<file path="config.mk">
export PLATFORM = sky130hd
export DESIGN_NAME = shift_reg4_flat
export DESIGN_NICKNAME = d
export VERILOG_FILES = /design/src/rtl/shift_reg4_if.sv /design/src/rtl/shift_reg4.sv /design/src/flat_wrapper.sv
export SDC_FILE = /design/constraint.sdc
export NUM_CORES = 1
export LEC_CHECK = 0
export CORE_AREA = 2 2 39 41
export CTS_BUF_LIST = sky130_fd_sc_hd__clkbuf_16
export DETAILED_ROUTE_END_ITERATION = 6
export DIE_AREA = 0 0 41 43
export DONT_BUFFER_PORTS = 1
export PLACE_DENSITY_LB_ADDON = 0.1
export REMOVE_ABC_BUFFERS = 1
export SYNTH_ARGS = -nofsm -noshare
export SYNTH_HDL_FRONTEND = slang
export SYNTH_SLANG_ARGS = --single-unit
</file>
<file path="constraint.sdc">
create_clock -name CLK -period 3.1 [get_ports CLK]
set_clock_uncertainty 0.05 [all_clocks]
set_input_delay 0.775 -clock CLK [delete_from_list [all_inputs] [get_ports CLK]]
set_output_delay 0.775 -clock CLK [all_outputs]
set_load 0.02 [all_outputs]
</file>
<file path="src/rtl/shift_reg4_if.sv">
// +----------------------------------------------------------------------------+
// | Module      : shift_reg4_if                                                |
// | Description : Control/data bundle for the 4-bit shift/rotate register.     |
// |               master drives ENB/DIR/S_IN/MODO/D and observes the outputs;  |
// |               slave (the register) consumes controls and drives Q, S_OUT,  |
// |               CNT and WRAP.                                                |
// | Revision    : 1.0 - initial release                                        |
// +----------------------------------------------------------------------------+
`default_nettype none

interface shift_reg4_if;
  logic       ENB;    // 0 freezes all state
  logic       DIR;    // 1 = toward bit 0, 0 = toward bit 3
  logic       S_IN;   // serial input for logical shift
  logic [1:0] MODO;   // 00 shift, 01 rotate, 10 load, 11 hold
  logic [3:0] D;      // parallel load data
  logic [3:0] Q;      // register contents
  logic       S_OUT;  // last bit shifted/rotated out
  logic [1:0] CNT;    // steps since last load or reset
  logic       WRAP;   // one-cycle pulse after CNT wraps 3->0

  modport master (
    output ENB, DIR, S_IN, MODO, D,
    input  Q, S_OUT, CNT, WRAP
  );

  modport slave (
    input  ENB, DIR, S_IN, MODO, D,
    output Q, S_OUT, CNT, WRAP
  );
endinterface

`default_nettype wire

</file>
<file path="src/rtl/shift_reg4.sv">
// +----------------------------------------------------------------------------+
// | Module      : shift_reg4                                                   |
// | Description : 4-bit register with logical shift, rotate, parallel load    |
// |               and hold, plus an optional modulo-4 step counter with a     |
// |               wrap pulse. All outputs are registered (latency 1).          |
// | Ports       : CLK   - rising-edge clock                                    |
// |               RST_N - asynchronous active-low reset (deassertion assumed   |
// |                       synchronous to CLK at system level)                 |
// |               bus   - shift_reg4_if.slave (ENB, DIR, S_IN, MODO, D in;    |
// |                       Q, S_OUT, CNT, WRAP out)                             |
// | Config      : SHREG_WRAP_CNT_EN - when defined, CNT/WRAP counter logic is |
// |               built; otherwise CNT=00 and WRAP=0 with no counter flops.   |
// | Revision    : 1.0 - initial release                                        |
// +----------------------------------------------------------------------------+
`default_nettype none

module shift_reg4 (
  input  wire logic    CLK,
  input  wire logic    RST_N,
  shift_reg4_if.slave  bus
);

  localparam logic [1:0] c_mode_shift  = 2'b00;
  localparam logic [1:0] c_mode_rotate = 2'b01;
  localparam logic [1:0] c_mode_load   = 2'b10;
  localparam logic [1:0] c_mode_hold   = 2'b11;

  logic [3:0] q_q, q_d;
  logic       s_out_q, s_out_d;

  // Next-state for the data path. Shift and rotate differ only in what
  // enters the vacated end: S_IN for shift, the outgoing bit for rotate.
  always_comb begin
    q_d     = q_q;
    s_out_d = s_out_q;
    if (bus.ENB) begin
      case (bus.MODO)
        c_mode_shift: begin
          if (bus.DIR) begin
            q_d     = {bus.S_IN, q_q[3:1]};
            s_out_d = q_q[0];
          end else begin
            q_d     = {q_q[2:0], bus.S_IN};
            s_out_d = q_q[3];
          end
        end
        c_mode_rotate: begin
          if (bus.DIR) begin
            q_d     = {q_q[0], q_q[3:1]};
            s_out_d = q_q[0];
          end else begin
            q_d     = {q_q[2:0], q_q[3]};
            s_out_d = q_q[3];
          end
        end
        c_mode_load: begin
          q_d = bus.D;
        end
        c_mode_hold: begin
          q_d = q_q;
        end
        default: begin
          q_d = q_q;
        end
      endcase
    end
  end

  always_ff @(posedge CLK or negedge RST_N) begin
    if (!RST_N) begin
      q_q     <= 4'b0000;
      s_out_q <= 1'b0;
    end else begin
      q_q     <= q_d;
      s_out_q <= s_out_d;
    end
  end

  assign bus.Q     = q_q;
  assign bus.S_OUT = s_out_q;

`ifdef SHREG_WRAP_CNT_EN
  logic [1:0] cnt_q, cnt_d;
  logic       wrap_q, wrap_d;

  // A load clears the count and suppresses the wrap pulse even when the
  // count is sitting at 3; only shift/rotate edges advance it.
  always_comb begin
    cnt_d  = cnt_q;
    wrap_d = 1'b0;
    if (bus.ENB) begin
      if (bus.MODO == c_mode_load) begin
        cnt_d = 2'b00;
      end else if (!bus.MODO[1]) begin
        cnt_d  = cnt_q + 2'd1;
        wrap_d = (cnt_q == 2'd3);
      end
    end
  end

  always_ff @(posedge CLK or negedge RST_N) begin
    if (!RST_N) begin
      cnt_q  <= 2'b00;
      wrap_q <= 1'b0;
    end else begin
      cnt_q  <= cnt_d;
      wrap_q <= wrap_d;
    end
  end

  assign bus.CNT  = cnt_q;
  assign bus.WRAP = wrap_q;
`else
  assign bus.CNT  = 2'b00;
  assign bus.WRAP = 1'b0;
`endif

endmodule

`default_nettype wire

</file>
<file path="src/flat_wrapper.sv">
// flat-port wrapper written by rule: the top's interface ports become plain ports
module shift_reg4_flat 
  (CLK, RST_N, bus_ENB, bus_DIR, bus_S_IN, bus_MODO, bus_D, bus_Q, bus_S_OUT, bus_CNT, bus_WRAP);
  shift_reg4_if bus_i ();
  input  wire logic CLK;
  input  wire logic RST_N;
  input wire logic [$bits(bus_i.ENB)-1:0] bus_ENB;
  input wire logic [$bits(bus_i.DIR)-1:0] bus_DIR;
  input wire logic [$bits(bus_i.S_IN)-1:0] bus_S_IN;
  input wire logic [$bits(bus_i.MODO)-1:0] bus_MODO;
  input wire logic [$bits(bus_i.D)-1:0] bus_D;
  output wire logic [$bits(bus_i.Q)-1:0] bus_Q;
  output wire logic [$bits(bus_i.S_OUT)-1:0] bus_S_OUT;
  output wire logic [$bits(bus_i.CNT)-1:0] bus_CNT;
  output wire logic [$bits(bus_i.WRAP)-1:0] bus_WRAP;
  assign bus_i.ENB = bus_ENB;
  assign bus_i.DIR = bus_DIR;
  assign bus_i.S_IN = bus_S_IN;
  assign bus_i.MODO = bus_MODO;
  assign bus_i.D = bus_D;
  assign bus_Q = bus_i.Q;
  assign bus_S_OUT = bus_i.S_OUT;
  assign bus_CNT = bus_i.CNT;
  assign bus_WRAP = bus_i.WRAP;
  shift_reg4 u_core (.CLK(CLK), .RST_N(RST_N), .bus(bus_i));
endmodule
</file>
==> flow_summary.yaml, run 1 <==
run_status:
  status: "finished clean"
clock_network:
  h-tree-depth: 1
  post_cts_buffers: 0
  cts.sinks: 5
  clockRootBuffer: "clkbuf_16"
  cts_resized: 0
  cts_buffer_depth: 2
  clk_pin_slew_ps: 30
  cts_buffers: 3
  cts_tree: "yes"
  cts.hold.buffers_added: 0
  clock_latency_ps: 230
global_routing:
  overflow: 0
  grt_util_met3_pct: 2.62
  track_usage_pct: 12.1
  grt_start_max_net_pins: 9
  grt_pass1_wl_um: 1410
  grt_util_met1_pct: 16.1
  busiest_layer: "met1"
  antenna_found_initial: 0
  grt_pass1_vias: 344
  met2_usage_pct: 15.0
final_layout:
  area_growth_pct: 17.3
  regArea_um2: 125
  final_area_um2: 493
  layout-drive-gt1-share_pct: 10.9
  num-nets-final: 62
  n_antenna_cell: 0
  final.fill_count: 146
  multi_input_area_um2: 262
critical_path:
  crit_type: "input port to flop"
  worstPathArrival_ps: 1700
  cp.required_ps: 3160
  slowest_delay_ps: 390
  path_max_fanout: 8
  cp-end-kind: "flop"
  startpoint_type: "input port"
  crit_chain: "inv_1 -> ha_1 -> or2b_1 -> a32oi_1 -> o21ai_1"
  cp_slowest_cell: "ha_1"
yosys:
  ys_ff_latch: 5
  synth_area_per_cell_um2: 9.55
  synth_top_area_share_pct: 29.8
  netlist_area_um2: 420
  ys_types: 17
  synth_area_leaders: "dfrtp_1, ha_1, mux2i_1, mux2_4, o21ai_0"
  yosys_warnings: 0
  synth_top_area_cell: "dfrtp_1"
  synthCells: 44
  ys_seq_area_share_pct: 29.8
timing:
  fin_tns_setup_ps: 0
  grt_setup_unrepaired: "false"
  hold_viol: 0
  fmax_mhz: 608
  fin_crit_ps: 1650
  slew_violations: 0
  finalCritPeriodShare_pct: 53.1
  setup_violations: 0
detailed_routing:
  drt_wl_total_um: 864
  antenna_left: 0
  vias_per_cell: 4.95
  vias: 307
  first_iter_violations: 7
  drtPass1Iterations: 4
  drc: 0
  detail_route.wl_per_cell_um: 13.9
placement:
  port_buffers: 0
  placed_area_um2: 414
  place.gp.congestion: 0.788
floorplan:
  io_pins: 19
  die_area_mm2: 0.00176
  num_rows: 14
  die_w_um: 41
  core-area_mm2: 0.00138
  initial_core_util_pct: 30.4
  die_y_um: 43
flow_run:
  maxCapViolCount: 0
hold_path:
  hp-class: "input port to asynchronous set/reset pin"
pwr:
  p_leak_nw: 0.237
  peakVddDrop_uv: 189
  powerDensity_mw_per_mm2: 748
cell families (layout without fill, tap and decap cells):
group	Yosys count	in the layout	synth area share, %
other	1	3	0.892
adders and majority gates	4	4	11.9
DFF	5	5	29.8
buffers and inverters	6	6	9.82
muxes	7	7	19.0
and+or+nand+nor	9	9	10.7
AOI/OAI and AO/OA	12	12	17.9
worst max-delay path, delay by kind of cell:
| kind | cells | cell delay, ps |
|---|---|---|
| adders and majority gates | 1 | 390 |
| buffers and inverters | 1 | 30 |
| AOI/OAI and AO/OA | 2 | 240 |
| and+or+nand+nor | 1 | 270 |
per-stage QoR:
step                      utilization (%)  total power [mW]  hold slack [ps]  worst slack (ps)  std cells
after global routing                 35.6             0.385              189              1360         62
after floorplan                         -             0.149              429              1310         42
after detailed placement             29.9             0.160              430              1220         58
after CTS                            35.6             0.370              192              1450         62
after global placement               29.9             0.162              430              1230         58
final                                35.6             0.369              193              1450         62
flip-flops by register name (all words and copies together), names as in the netlist:
name / flops
u_core.bus.Q: 4
u_core.bus.S_OUT: 1
cell usage after synthesis (all sizes together):
master / n
a32oi: 2
buf: 4
conb: 1
dfrtp: 5
ha: 4
inv: 2
mux2: 2
mux2i: 5
nand2: 4
nand2b: 1
nand3: 2
nor2b: 1
o21ai: 8
o22a: 2
or2b: 1
placed cells by master, fill, tap and decap left out, drive strengths merged, types with 2 or more instances in the layout:
cell type and instances:
a32oi 2, clkbuf 3, conb 3, dfrtp 5
ha 4, inv 3, mux2 2, mux2i 5
nand2 4, nand3 2, o21ai 8, o22a 2
layout make-up:
class	count	share of cell area, %
multi-input combinational	35	53.0
tap	16	4.06
inverter	2	1.52
clock buffer	3	15.2
clock inverter	1	0.761
sequential	5	25.4
per-layer routing:
| layer | wire, um | part of all wire, % | vias up |
|---|---|---|---|
| met5 | 0 | 0 | - |
| met2 | 392 | 45 | 19 |
| met3 | 101 | 12 | 2 |
| met1 | 359 | 42 | 133 |
| li1 | - | - | 153 |
| met4 | 11 | 1.3 | 0 |
where the power goes:
| group | switching (mW) | total, mW | leakage (nW) | internal [mW] |
|---|---|---|---|---|
| clock | 0.0418 | 0.209 | 0.0423 | 0.167 |
| combinational | 0.0236 | 0.0501 | 0.133 | 0.0265 |
| sequential | 0.0319 | 0.110 | 0.0618 | 0.0779 |
worst paths after layout:
path / cells after the start / from / slack (ps) / end
worst min register to register: 2 / u_core.bus.S_OUT$_DFFE_PN0P_ / 580 / u_core.bus.S_OUT$_DFFE_PN0P_
min in group CLK: 2 / u_core.bus.S_OUT$_DFFE_PN0P_ / 580 / u_core.bus.S_OUT$_DFFE_PN0P_
worst min-delay path: 0 / RST_N / 190 / u_core.bus.Q[3]$_DFFE_PN0P_
max in group asynchronous: 0 / RST_N / 2740 / u_core.bus.Q[1]$_DFFE_PN0P_
worst max-delay path: 5 / bus_MODO[0] / 1450 / u_core.bus.Q[2]$_DFFE_PN0P_
worst max register to register: 3 / u_core.bus.Q[0]$_DFFE_PN0P_ / 1880 / u_core.bus.Q[1]$_DFFE_PN0P_
Power figures use the tool's default switching activity.
==> run 2: changes to the inputs <==
==> constraint.sdc (replaced) <==
create_clock -name CLK -period 1.4 [get_ports CLK]
set_clock_uncertainty 0.05 [all_clocks]
set_input_delay 0.35 -clock CLK [delete_from_list [all_inputs] [get_ports CLK]]
set_output_delay 0.35 -clock CLK [all_outputs]
set_load 0.02 [all_outputs]
==> flow_summary.yaml, run 2 (synthesis results as in run 1) <==
critical_path:
  cp.required_ps: 1000
  critical-path-top-delay-family: "flip-flops"
  worstPathArrival_ps: 810
  path_max_fanout: 5
  slowest_delay_ps: 410
  worstPathBufferInverterCount: 1
  crit_chain: "buf_4"
  cp-end-kind: "output pin"
  startpoint_type: "flop"
  crit_type: "flop to output pin"
  cp_slowest_cell: "dfrtp_1"
floorplan:
  core-area_mm2: 0.00138
  die_area_mm2: 0.00176
  initial_core_util_pct: 30.4
  num_rows: 14
  io_pins: 19
  die_y_um: 43
  die_w_um: 41
timing:
  hold_slack_ps: 292
  grt_setup_unrepaired: "false"
  setup_violations: 0
  fin_crit_ps: 1210
  slew_violations: 0
  finalCritPeriodShare_pct: 86.4
  fmax_mhz: 827
  hold_viol: 0
  fin_tns_setup_ps: 0
  timing.final.ws_setup_ps: 191
detailed_routing:
  vias: 337
  detail_route.wl_per_cell_um: 12.9
  drc: 0
  drtPass1Iterations: 1
  first_iter_violations: 0
  wl_met2_um: 445
  routed-wl-met3_um: 65
  antenna_left: 0
  vias_per_cell: 4.88
  met1_length_um: 349
  top_layer: "met4"
  drt_wl_total_um: 887
final_layout:
  num-nets-final: 69
  regArea_um2: 125
  layout-drive-gt1-share_pct: 20.8
  mostFrequentLayoutCell: "buf_4"
  layout_common_cells: "buf_4, mux2i_1, o21ai_0, dfrtp_1"
  multi_input_area_um2: 262
  n_antenna_cell: 0
  area_growth_pct: 30.4
  largest_reg_flops: 4
  final.fill_count: 152
clock_network:
  clockRootBuffer: "clkbuf_16"
  cts_tree: "yes"
  cts.hold.buffers_added: 1
  cts_buffer_depth: 2
  clk_pin_slew_ps: 30
  cts_buffers: 3
  post_cts_buffers: 0
  cts.sinks: 5
  h-tree-depth: 1
  clock_latency_ps: 230
  cts_resized: 0
global_routing:
  overflow: 0
  antenna_found_initial: 0
  track_usage_pct: 12.1
  grt_start_max_net_pins: 8
  grt_pass1_wl_um: 1370
  grt_pass1_vias: 348
pwr:
  p_leak_nw: 0.271
  peakVddDrop_uv: 746
  powerDensity_mw_per_mm2: 1570
  power_uw: 858
run_status:
  status: "finished clean"
placement:
  pre_cts_slack_ps: 15.4
  port_buffers: 0
  place.gp.congestion: 0.734
  dpl.hpwl_um: 777
flow_run:
  maxCapViolCount: 0
hold_path:
  hp-class: "input port to flop"
[run 2: changes by cell type in the layout (fill, tap and decap cells not counted), sizes merged]
| cell | previous run | this run |
|---|---|---|
| buf | 0 | 6 |
| dlygate4sd3 | 0 | 1 |
[run 2: final cells by class]
class / instances / area share, %
Clock inverter: 1 / 0.685
Inverter: 2 / 1.37
Clock buffer: 3 / 13.7
Tap cell: 16 / 3.65
Sequential cell: 5 / 22.8
Timing Repair Buffer: 7 / 10.0
Multi-Input combinational cell: 35 / 47.7
[run 2: power breakdown]
part	internal (mW)	switching, mW	total, mW
sequential	0.173	0.0349	0.208
clock	0.370	0.0928	0.463
combinational	0.0926	0.0946	0.187
[run 2: final timing paths]
path | start | end | slack (ps) | cells after the start
setup / recovery | u_core.bus.Q[2]$_DFFE_PN0P_ | bus_Q[2] | 190 | 1
hold / removal | bus_DIR | u_core.bus.S_OUT$_DFFE_PN0P_ | 290 | 2
setup reg to reg | u_core.bus.Q[1]$_DFFE_PN0P_ | u_core.bus.Q[2]$_DFFE_PN0P_ | 310 | 3
hold reg to reg | u_core.bus.Q[2]$_DFFE_PN0P_ | u_core.bus.Q[2]$_DFFE_PN0P_ | 520 | 2
max in group asynchronous | RST_N | u_core.bus.Q[3]$_DFFE_PN0P_ | 730 | 1
min in group asynchronous | RST_N | u_core.bus.Q[2]$_DFFE_PN0P_ | 370 | 1
[run 2: per-stage QoR]
stage | instance area [um^2] | util [%] | cells
after floorplan | 394 | - | 42
after CTS | 548 | 39.6 | 69
after global routing | 548 | 39.6 | 69
after global placement | 459 | 33.2 | 64
final | 548 | 39.6 | 69
after detailed placement | 459 | 33.2 | 64
[run 2: per-layer routing]
metal / vias to the layer above / global-route usage (%)
li1: 168 / -
met1: 155 / 13.6
met2: 12 / 17.8
met3: 2 / 4.71
met4: 0 / 8.00
met5: - / 0
